$ cat config.mk
export PLATFORM = sky130hd
export DESIGN_NAME = led_frame_sequencer_flat
export DESIGN_NICKNAME = d
export VERILOG_FILES = /design/src/rtl/led_pkg.sv /design/src/rtl/led_frame_sequencer_if.sv /design/src/rtl/led_ret_timer.sv /design/src/rtl/led_frame_sequencer.sv /design/src/flat_wrapper.sv
export SDC_FILE = /design/constraint.sdc
export NUM_CORES = 1
export LEC_CHECK = 0
export BUFFER_PORTS_ARGS = -buffer_cell sky130_fd_sc_hd__buf_2
export CAP_MARGIN = 20
export CORE_AREA = 3 3 72 100
export DETAILED_ROUTE_END_ITERATION = 8
export DIE_AREA = 0 0 75 103
export HOLD_SLACK_MARGIN = 0.05
export PLACE_DENSITY = 0.9
export SLEW_MARGIN = 15
export SYNTH_ARGS = -nofsm -noshare
export SYNTH_HDL_FRONTEND = slang
export SYNTH_SLANG_ARGS = --single-unit
export TNS_END_PERCENT = 100
$ cat constraint.sdc
create_clock -name clk -period 3.1 [get_ports clk]
set_input_delay 0.465 -clock clk [delete_from_list [all_inputs] [get_ports clk]]
set_output_delay 0.465 -clock clk [all_outputs]
set_load 0.02 [all_outputs]
$ cat src/rtl/led_pkg.sv
// rtl/led_pkg.sv - shared constants for the WS2812B frame sequencer
package led_pkg;

  localparam int PIXEL_W        = 24;
  localparam int RET_CYCLES_DEF = 6000;

  localparam logic [2:0] ST_IDLE  = 3'd0;
  localparam logic [2:0] ST_FETCH = 3'd1;
  localparam logic [2:0] ST_LOAD  = 3'd2;
  localparam logic [2:0] ST_SEND  = 3'd3;
  localparam logic [2:0] ST_RET   = 3'd4;

  localparam logic [1:0] GEN_LOW  = 2'b00;
  localparam logic [1:0] GEN_ZERO = 2'b10;
  localparam logic [1:0] GEN_ONE  = 2'b11;

  // Width of a down-counter that is loaded with n-1.
  function automatic int cnt_width(input int n);
    return (n > 1) ? $clog2(n) : 1;
  endfunction

endpackage

$ cat src/rtl/led_frame_sequencer_if.sv
// rtl/led_frame_sequencer_if.sv - requester, pixel buffer and bit generator signals
interface led_frame_sequencer_if #(
  parameter int ADDR_W = 3
);
  import led_pkg::*;

  logic                 frameReq;
  logic                 busy;
  logic                 frameDone;
  logic                 retActive;
  logic                 pixRd;
  logic [ADDR_W-1:0]    pixAddr;
  logic [PIXEL_W-1:0]   pixData;
  logic [1:0]           genMode;
  logic                 genDone;

  modport master (
    input  frameReq, pixData, genDone,
    output busy, frameDone, retActive, pixRd, pixAddr, genMode
  );

  modport slave (
    output frameReq, pixData, genDone,
    input  busy, frameDone, retActive, pixRd, pixAddr, genMode
  );

endinterface

$ cat src/rtl/led_ret_timer.sv
// rtl/led_ret_timer.sv - loadable down-counter; o_done marks the last active cycle
module led_ret_timer #(
  parameter int WIDTH = 13
) (
  input  logic             clk,
  input  logic             rst_n,
  input  logic             i_load,
  input  logic [WIDTH-1:0] i_load_val,
  output logic             o_active,
  output logic             o_done
);

  logic [WIDTH-1:0] r_cnt;
  logic             r_active;

  // A load of N-1 keeps the timer active for exactly N cycles.
  always_ff @(posedge clk or negedge rst_n) begin
    if (!rst_n) begin
      r_cnt    <= '0;
      r_active <= 1'b0;
    end else if (i_load) begin
      r_cnt    <= i_load_val;
      r_active <= 1'b1;
    end else if (r_active) begin
      if (r_cnt == '0) begin
        r_active <= 1'b0;
      end else begin
        r_cnt <= r_cnt - 1'b1;
      end
    end
  end

  assign o_active = r_active;
  assign o_done   = r_active && (r_cnt == '0);

endmodule

$ cat src/rtl/led_frame_sequencer.sv
// rtl/led_frame_sequencer.sv - gapless prefetching WS2812B frame scheduler
// LED_AUTO_REFRESH_EN adds a periodic internal frame request.
module led_frame_sequencer
  import led_pkg::*;
#(
  parameter int NUM_LEDS       = 8,
  parameter int ADDR_W         = 3,
  parameter int RET_CYCLES     = RET_CYCLES_DEF,
  parameter int REFRESH_CYCLES = 1666667
) (
  input  logic                  clk,
  input  logic                  reset,
  led_frame_sequencer_if.master bus
);

  localparam int IDX_W = ADDR_W + 1;
  localparam int RET_W = cnt_width(RET_CYCLES);
  localparam logic [IDX_W-1:0] LAST_IDX = IDX_W'(NUM_LEDS - 1);

  if (NUM_LEDS < 1 || NUM_LEDS > (1 << ADDR_W) || RET_CYCLES < 1 || REFRESH_CYCLES < 2) begin : g_bad_params
    $error("led_frame_sequencer: parameter out of range");
  end

  logic [2:0]         r_state;
  logic [PIXEL_W-1:0] r_shift;
  logic [PIXEL_W-1:0] r_shadow;
  logic [4:0]         r_bit_cnt;
  logic [IDX_W-1:0]   r_pix_idx;
  logic               r_pix_rd;
  logic               r_rd_q;
  logic [ADDR_W-1:0]  r_pix_addr;
  logic               r_pending;
  logic               r_frame_done;

  logic               w_req;
  logic               w_refresh_req;
  logic               w_bit_done;
  logic               w_pix_end;
  logic               w_more;
  logic               w_frame_end;
  logic [IDX_W-1:0]   w_next_pf_idx;
  logic               w_pf_ok;
  logic               w_ret_active;
  logic               w_ret_done;

`ifdef LED_AUTO_REFRESH_EN
  localparam int REF_W = cnt_width(REFRESH_CYCLES);
  logic w_ref_active;
  logic w_ref_done;

  led_ret_timer #(.WIDTH(REF_W)) u_refresh (
    .clk        (clk),
    .rst_n      (reset),
    .i_load     (w_ref_done | ~w_ref_active),
    .i_load_val (REF_W'(REFRESH_CYCLES - 1)),
    .o_active   (w_ref_active),
    .o_done     (w_ref_done)
  );
  assign w_refresh_req = w_ref_done;
`else
  assign w_refresh_req = 1'b0;
`endif

  assign w_req         = bus.frameReq | w_refresh_req;
  assign w_bit_done    = (r_state == ST_SEND) && bus.genDone;
  assign w_pix_end     = w_bit_done && (r_bit_cnt == 5'd23);
  assign w_more        = r_pix_idx < LAST_IDX;
  assign w_frame_end   = w_pix_end && !w_more;
  assign w_next_pf_idx = r_pix_idx + IDX_W'(2);
  assign w_pf_ok       = w_next_pf_idx <= LAST_IDX;

  led_ret_timer #(.WIDTH(RET_W)) u_ret (
    .clk        (clk),
    .rst_n      (reset),
    .i_load     (w_frame_end),
    .i_load_val (RET_W'(RET_CYCLES - 1)),
    .o_active   (w_ret_active),
    .o_done     (w_ret_done)
  );

  always_ff @(posedge clk or negedge reset) begin
    if (!reset) begin
      r_state      <= ST_IDLE;
      r_shift      <= '0;
      r_shadow     <= '0;
      r_bit_cnt    <= '0;
      r_pix_idx    <= '0;
      r_pix_rd     <= 1'b0;
      r_rd_q       <= 1'b0;
      r_pix_addr   <= '0;
      r_pending    <= 1'b0;
      r_frame_done <= 1'b0;
    end else begin
      r_pix_rd     <= 1'b0;
      r_frame_done <= 1'b0;
      r_rd_q       <= r_pix_rd;
      if (w_req && r_state != ST_IDLE) r_pending <= 1'b1;
      // Prefetched pixel lands one cycle after its read strobe.
      if (r_rd_q && r_state == ST_SEND) r_shadow <= bus.pixData;

      case (r_state)
        ST_IDLE: begin
          if (w_req || r_pending) begin
            r_pending  <= 1'b0;
            r_pix_addr <= '0;
            r_pix_rd   <= 1'b1;
            r_state    <= ST_FETCH;
          end
        end
        ST_FETCH: r_state <= ST_LOAD;
        ST_LOAD: begin
          r_shift   <= bus.pixData;
          r_bit_cnt <= '0;
          r_pix_idx <= '0;
          if (NUM_LEDS > 1) begin
            r_pix_addr <= ADDR_W'(1);
            r_pix_rd   <= 1'b1;
          end
          r_state <= ST_SEND;
        end
        ST_SEND: begin
          if (w_pix_end) begin
            if (w_more) begin
              r_shift   <= r_shadow;
              r_pix_idx <= r_pix_idx + IDX_W'(1);
              r_bit_cnt <= '0;
              if (w_pf_ok) begin
                r_pix_addr <= w_next_pf_idx[ADDR_W-1:0];
                r_pix_rd   <= 1'b1;
              end
            end else begin
              r_state <= ST_RET;
            end
          end else if (w_bit_done) begin
            r_shift   <= {r_shift[PIXEL_W-2:0], 1'b0};
            r_bit_cnt <= r_bit_cnt + 5'd1;
          end
        end
        ST_RET: begin
          if (w_ret_done) begin
            r_state      <= ST_IDLE;
            r_frame_done <= 1'b1;
          end
        end
        default: r_state <= ST_IDLE;
      endcase
    end
  end

  assign bus.busy      = (r_state != ST_IDLE);
  assign bus.frameDone = r_frame_done;
  assign bus.retActive = w_ret_active;
  assign bus.pixRd     = r_pix_rd;
  assign bus.pixAddr   = r_pix_addr;
  assign bus.genMode   = (r_state == ST_SEND) ? (r_shift[PIXEL_W-1] ? GEN_ONE : GEN_ZERO) : GEN_LOW;

endmodule

$ cat src/flat_wrapper.sv
// flat-port wrapper written by rule: the top's interface ports become plain ports
module led_frame_sequencer_flat import led_pkg::*;
#(
  parameter int NUM_LEDS       = 8,
  parameter int ADDR_W         = 3,
  parameter int RET_CYCLES     = RET_CYCLES_DEF,
  parameter int REFRESH_CYCLES = 1666667
)
  (clk, reset, bus_frameReq, bus_pixData, bus_genDone, bus_busy, bus_frameDone, bus_retActive, bus_pixRd, bus_pixAddr, bus_genMode);
  led_frame_sequencer_if #(.ADDR_W(ADDR_W)) bus_i ();
  input  logic clk;
  input  logic reset;
  input wire logic [$bits(bus_i.frameReq)-1:0] bus_frameReq;
  input wire logic [$bits(bus_i.pixData)-1:0] bus_pixData;
  input wire logic [$bits(bus_i.genDone)-1:0] bus_genDone;
  output wire logic [$bits(bus_i.busy)-1:0] bus_busy;
  output wire logic [$bits(bus_i.frameDone)-1:0] bus_frameDone;
  output wire logic [$bits(bus_i.retActive)-1:0] bus_retActive;
  output wire logic [$bits(bus_i.pixRd)-1:0] bus_pixRd;
  output wire logic [$bits(bus_i.pixAddr)-1:0] bus_pixAddr;
  output wire logic [$bits(bus_i.genMode)-1:0] bus_genMode;
  assign bus_i.frameReq = bus_frameReq;
  assign bus_i.pixData = bus_pixData;
  assign bus_i.genDone = bus_genDone;
  assign bus_busy = bus_i.busy;
  assign bus_frameDone = bus_i.frameDone;
  assign bus_retActive = bus_i.retActive;
  assign bus_pixRd = bus_i.pixRd;
  assign bus_pixAddr = bus_i.pixAddr;
  assign bus_genMode = bus_i.genMode;
  led_frame_sequencer #(.NUM_LEDS(NUM_LEDS), .ADDR_W(ADDR_W), .RET_CYCLES(RET_CYCLES), .REFRESH_CYCLES(REFRESH_CYCLES)) u_core (.clk(clk), .reset(reset), .bus(bus_i));
endmodule
## After elaboration in Yosys (flattened, before gate mapping)

Cells that the tools add are included.

| storage, ports and cells | value |
|---|---|
| register bits after elaboration | 81 |
| bits of input ports | 28 |
| output and inout port bits | 9 |
| logic and storage cells | 90 |

| operators by class | value |
|---|---|
| $add $sub $neg | 4 |
| $lt $le $gt $ge | 2 |
| equal/unequal tests | 14 |
| mux-type cells | 39 |
| reduce and logical (&&, ||, !) cells | 19 |

Operators by type and width:

| cell | count |
|---|---|
| 24-bit two-way mux | 3 |
| 24-bit one-hot mux with 2 select lines | 1 |
| 13-bit two-way mux | 3 |
| 3-bit two-way mux | 8 |
| 5-bit two-way mux | 3 |
| 3-bit one-hot mux with 5 select lines | 1 |
| 13-bit logical NOT | 1 |
| 1-bit two-way mux | 13 |
| 13-bit by 1-bit subtractor with 13-bit output (second input constant) | 1 |
| 5-bit one-hot mux with 2 select lines | 1 |
| 3-bit one-hot mux with 3 select lines | 1 |
| 4-bit two-way mux | 2 |
| 2-bit by 1-bit != test with 1-bit output (second input constant) | 4 |
| 4-bit one-hot mux with 2 select lines | 1 |
| 3-bit by 2-bit == test with 1-bit output (second input constant) | 2 |
| 1-bit logical AND | 6 |
| 2-bit != test (second input constant) | 3 |
| 3-bit AND reduction | 2 |
| 3-bit nonzero test | 2 |
| 5-bit by 1-bit adder with 5-bit output (second input constant) | 1 |
| 5-bit == test (second input constant) | 1 |
| 5-bit AND reduction | 1 |
| 4-bit by 1-bit adder with 4-bit output (second input constant) | 1 |
| 4-bit by 2-bit adder with 4-bit output (second input constant) | 1 |
| other kinds (14) | 15 |

## Depth between registers and ports, before layout

| logic depth | value |
|---|---|
| depth in word-level cells | 6 |
| mapped depth | 7 |
| depth with buffers taken out | 6 |

## Modules after synthesis

From an unflattened synthesis, not the netlist that was laid out.

| unflattened totals | value |
|---|---|
| cell total of the unflattened synthesis | 414 |
| area total of the unflattened synthesis | 4,176.5 um^2 |

Modules (own cells, without submodules):

| module | times used | cells an instance | area each (um^2) | seq. area each (um^2) |
|---|---|---|---|---|
| led_frame_sequencer | 1 | 316 | 3,284.4 | 1,676.6 |
| led_ret_timer | 1 | 98 | 892.1 | 350.3 |

## Worst setup path before layout

Ideal clock, no wire load.

| path | value |
|---|---|
| path type | register to output |
| start | reg u_core.r_state[0] |
| end | out bus_genMode[0] |
| arrival time | 1.679 ns |
| data required time | 2.635 ns |
| setup slack | 0.956 ns |
| stages on the path, launching flop included | 6 |
| buffers on the path | 2 |
| cells stage by stage | dfrtp_1 -> clkbuf_1 -> nand3b_1 -> inv_1 -> clkbuf_1 -> and2_1 |

| on the way | value |
|---|---|
| cells in the longest elaborated chain, start to end | 2 |

Ends and longest elaborated chain:

| item | line | RTL |
|---|---|---|
| from (decl) | led_frame_sequencer.sv:24 | `logic [2:0] r_state;` |
| from (signal assigned) | led_frame_sequencer.sv:83 | `r_state <= ST_IDLE;` |
| from (signal assigned) | led_frame_sequencer.sv:107 | `r_state <= ST_FETCH;` |
| from (signal assigned) | led_frame_sequencer.sv:110 | `ST_FETCH: r_state <= ST_LOAD;` |
| 3-bit by 2-bit == test with 1-bit output | led_frame_sequencer.sv:155 | `assign bus.genMode = (r_state == ST_SEND) ? (r_shift[PIXEL_W-1] ? GEN_ONE : GEN_ZERO) : GEN_LOW;` |
| 2-bit two-way mux | led_frame_sequencer.sv:155 |  |
| to (decl) | flat_wrapper.sv:21 | `output wire logic [$bits(bus_i.genMode)-1:0] bus_genMode;` |

Every way passes these cells.

## Worst setup path in the final report

| path | value |
|---|---|
| start | reg u_core.r_bit_cnt[0] |
| end | reg u_core.r_shift[10] |

| on the way | value |
|---|---|
| cells in the longest elaborated chain, start to end | 4 |
| elaborated cells between the ends (all ways) | 7 |
| classes of those cells | eq/ne (3); mux (2); reduce/logical (2) |

Ends and longest elaborated chain:

| item | line | RTL |
|---|---|---|
| from (decl) | led_frame_sequencer.sv:27 | `logic [4:0] r_bit_cnt;` |
| from (signal assigned) | led_frame_sequencer.sv:136 | `r_bit_cnt <= r_bit_cnt + 5'd1;` |
| 5-bit == test (*) | led_frame_sequencer.sv:66 | `assign w_pix_end = w_bit_done && (r_bit_cnt == 5'd23);` |
| 1-bit logical AND (*) | led_frame_sequencer.sv:66 |  |
| 3-bit by 1-bit != test with 1-bit output (no line) (tied with other cells) | - |  |
| 3-bit AND reduction (no line) / 24-bit one-hot mux with 2 select lines (equally long branches) | - |  |
| to (signal assigned) | led_frame_sequencer.sv:112 | `r_shift <= bus.pixData;` |
| to (signal assigned) | led_frame_sequencer.sv:124 | `r_shift <= r_shadow;` |
| to (signal assigned) | led_frame_sequencer.sv:135 | `r_shift <= {r_shift[PIXEL_W-2:0], 1'b0};` |
| to (decl) | led_frame_sequencer.sv:25 | `logic [PIXEL_W-1:0] r_shift;` |

Mark *: on every way between the ends. The rest lies on a longest branch, timed or not.
A chain may end at the register's enable or synchronous reset.

==> results.md <==
* Status: completed
* FF/Latch Area at 2030 sq um
* Syn_nets at 426
* Synth cell types at 53
* Placer Congestion at 0.848
* Wire per inst at 18.9 um
* Startpoint type of the worst setup path: flop
* Die H at 103 um
* Initial DRC Count at 450
* FP Rows at 34
* First-pass GRT wire length at 15.9 mm
* Share of layout cells above drive strength 1 at 0.217
* Drc violations at 0
* Post-cts resize count at 0
* CP endpoint kind: flop
* WP data required at 3.32 ns
* Fin crit share at 0.873
* Number of enable flip-flop cells after synthesis at 0
* Synth warnings at 0
* Unrepaired setup endpoints after global routing: false
* Hold Fails Final Rpt at 0
* Mapped Avg Cell Area at 10.3 sq um
* Final #Nets at 457
* H-tree depth at 3
* Vias in the first global route at 3353
* Minimum clock period at 2.71 ns
* Clock tree buffer depth at 2
* Maximum clock frequency at 370 MHz
* Tot GR Track Use at 0.268
* Worst slew pin tran at 0.994 ns
* Worst setup path category: reg2reg
* Initial antenna violation count at 0
* TritonCTS Buffers at 9
* Pins Over Slew Limit at 0
* I/O pin count at 37
* Pre-antenna DRT Iters at 5
* Total core area at 6340 sq um
* DIE AREA at 7730 sq um
* Clk root buf: clkbuf_8
* Max cap viols at 0
* Static leakage at 2.02 nW
* Most frequent cells in the layout: dfrtp_1 (81), o21ai_0 (37), buf_2 (35), nor2_1 (31)
* Commonest register cell after synthesis: dfrtp_1
* Initial Util at 0.636
* Die X at 75 um
* Yosys reg bits at 81
* Via density at 6.76
* Max VDD drop at 0.291 mV
* Worst Path Arrival at 2.93 ns
* DRT Wirelength at 9.46 mm
* Setup Viol. Count Final at 0
* Pwr/cell area at 529 nW/um^2
* Slew HR at 0.337
* CTS tree: done
* Hold buffers post-CTS at 0
* DRT antenna net count at 0
* Post-synthesis sequential area ratio at 0.503
* Fin Hold WS at 0.264 ns
* Worst skew pair latency at 0.36 ns
* Post-synthesis async set-or-reset flop share at 1.00
* FILL cells at 455
* Multi-input logic area at 1860 sq um
* Largest net degree at the start of global routing at 82
* Post-DP HPWL at 6.08 mm
* CP max FO at 25
* Setup Buffers After CTS at 0
* Synth Instances at 392
* Clock Sinks at 81
* Clock Skew at 0.0153 ns
* Port Buffers at 36
* Setup TNS at 0 ns
* # diodes at 0
* Synth Cell Area at 4030 sq um
* Tightest Hold Check Type: in2async
* GR Overflow Total at 0
* Clk pin slew, worst setup/hold paths at 0.09 ns
* Vias at 3382
* Layout area overhead at 11.7%
* Leading cell type in the layout, fill and taps excluded: dfrtp_1
final timing paths:
| path | slack [ns] | startpoint | to | depth (start not counted) |
|---|---|---|---|---|
| max reg2reg | 0.39 | u_core.r_bit_cnt[0]$_DFFE_PN0P_ | u_core.r_shift[10]$_DFFE_PN0P_ | 6 |
| max in group asynchronous | 2.18 | reset | u_core.u_ret.r_cnt[10]$_DFFE_PN0P_ | 1 |
| min | 0.26 | reset | u_core.r_shadow[7]$_DFFE_PN0P_ | 1 |
| min in group clk | 0.34 | bus_frameReq | u_core.r_pending$_DFF_PN0_ | 2 |
| max | 0.39 | u_core.r_bit_cnt[0]$_DFFE_PN0P_ | u_core.r_shift[10]$_DFFE_PN0P_ | 6 |
| min reg2reg | 0.38 | u_core.bus.pixRd$_DFF_PN0_ | u_core.r_rd_q$_DFF_PN0_ | 0 |
sequential cells by signal, indices dropped and copies added (netlist names):
register,count
u_core.bus.pixAddr,3
u_core.bus.pixRd,1
u_core.bus.frameDone,1
u_core.r_shadow,24
u_core.r_pix_idx,4
u_core.u_ret.r_cnt,13
u_core.r_bit_cnt,5
u_core.r_rd_q,1
u_core.r_pending,1
u_core.r_shift,24
u_core.r_state,3
u_core.u_ret.o_active,1
metrics by stage:
step | setup WS, ns | instances | total power, mW | utilization | instance area (sq um)
final | 0.395 | 500 | 2.38 | 0.710 | 4500
after global routing | 0.257 | 500 | 2.48 | 0.710 | 4500
after CTS | 0.457 | 499 | 2.38 | 0.707 | 4480
after detailed placement | 0.555 | 483 | 1.51 | 0.671 | 4260
after global placement | 0.710 | 483 | 1.49 | 0.671 | 4260
after floorplan | 0.956 | 392 | 1.39 | - | 4030
critical path, stage by stage (launching register included):
cell and delay, ns:
dfrtp_1 0.43, ha_1 0.28, and3b_1 0.72, nand2_1 0.38, buf_4 0.31, a211oi_1 0.31, o31ai_1 0.13
logic make-up after synthesis:
family,count (synthesis),share of synthesized area
xor+xnor,2,0.00435
compound gates,116,0.196
flops,81,0.503
mux,25,0.0696
simple gates,128,0.172
buf+inv,34,0.0357
fa+ha+maj,6,0.0186
routing by layer:
layer  global-route usage  vias to the layer above  routed length, um
li1                     -                     1534                  -
met1                0.345                     1662               3760
met2                0.440                      158               4860
met3               0.0390                       28                600
met4                0.129                        0                247
met5                    0                        -                  0
synth_stat cells (all sizes together), types with 3 or more instances:
cell type | number | area [sq um]
a211oi | 24 | 180
a21oi | 3 | 15.0
a31oi | 4 | 25.0
and3 | 22 | 138
buf | 8 | 46.3
clkbuf | 18 | 67.6
dfrtp | 81 | 2030
ha | 6 | 75.1
inv | 8 | 30.0
mux2 | 24 | 270
nand2 | 15 | 56.3
nand3 | 12 | 60.1
nand3b | 4 | 30.0
nand4 | 7 | 43.8
nor2 | 31 | 116
nor2b | 3 | 18.8
nor3 | 9 | 45.0
nor4 | 4 | 25.0
o21ai | 39 | 195
o31ai | 23 | 173
or3 | 6 | 37.5
or4 | 4 | 33.8
layout make-up:
type	instances	share of cell area
clock buffers	12	0.0345
clock inverters	4	0.0164
inverters	8	0.00667
multi-input cells	277	0.413
flip-flops and latches	81	0.450
well taps	72	0.0200
repair buffers	46	0.0590
report_power, final:
group          internal [mW]  switching (mW)  leakage, nW
sequential              1.14          0.0763        0.998
clock                  0.500           0.381        0.117
combinational          0.119           0.159        0.907
(Power assumes the default switching activity.)
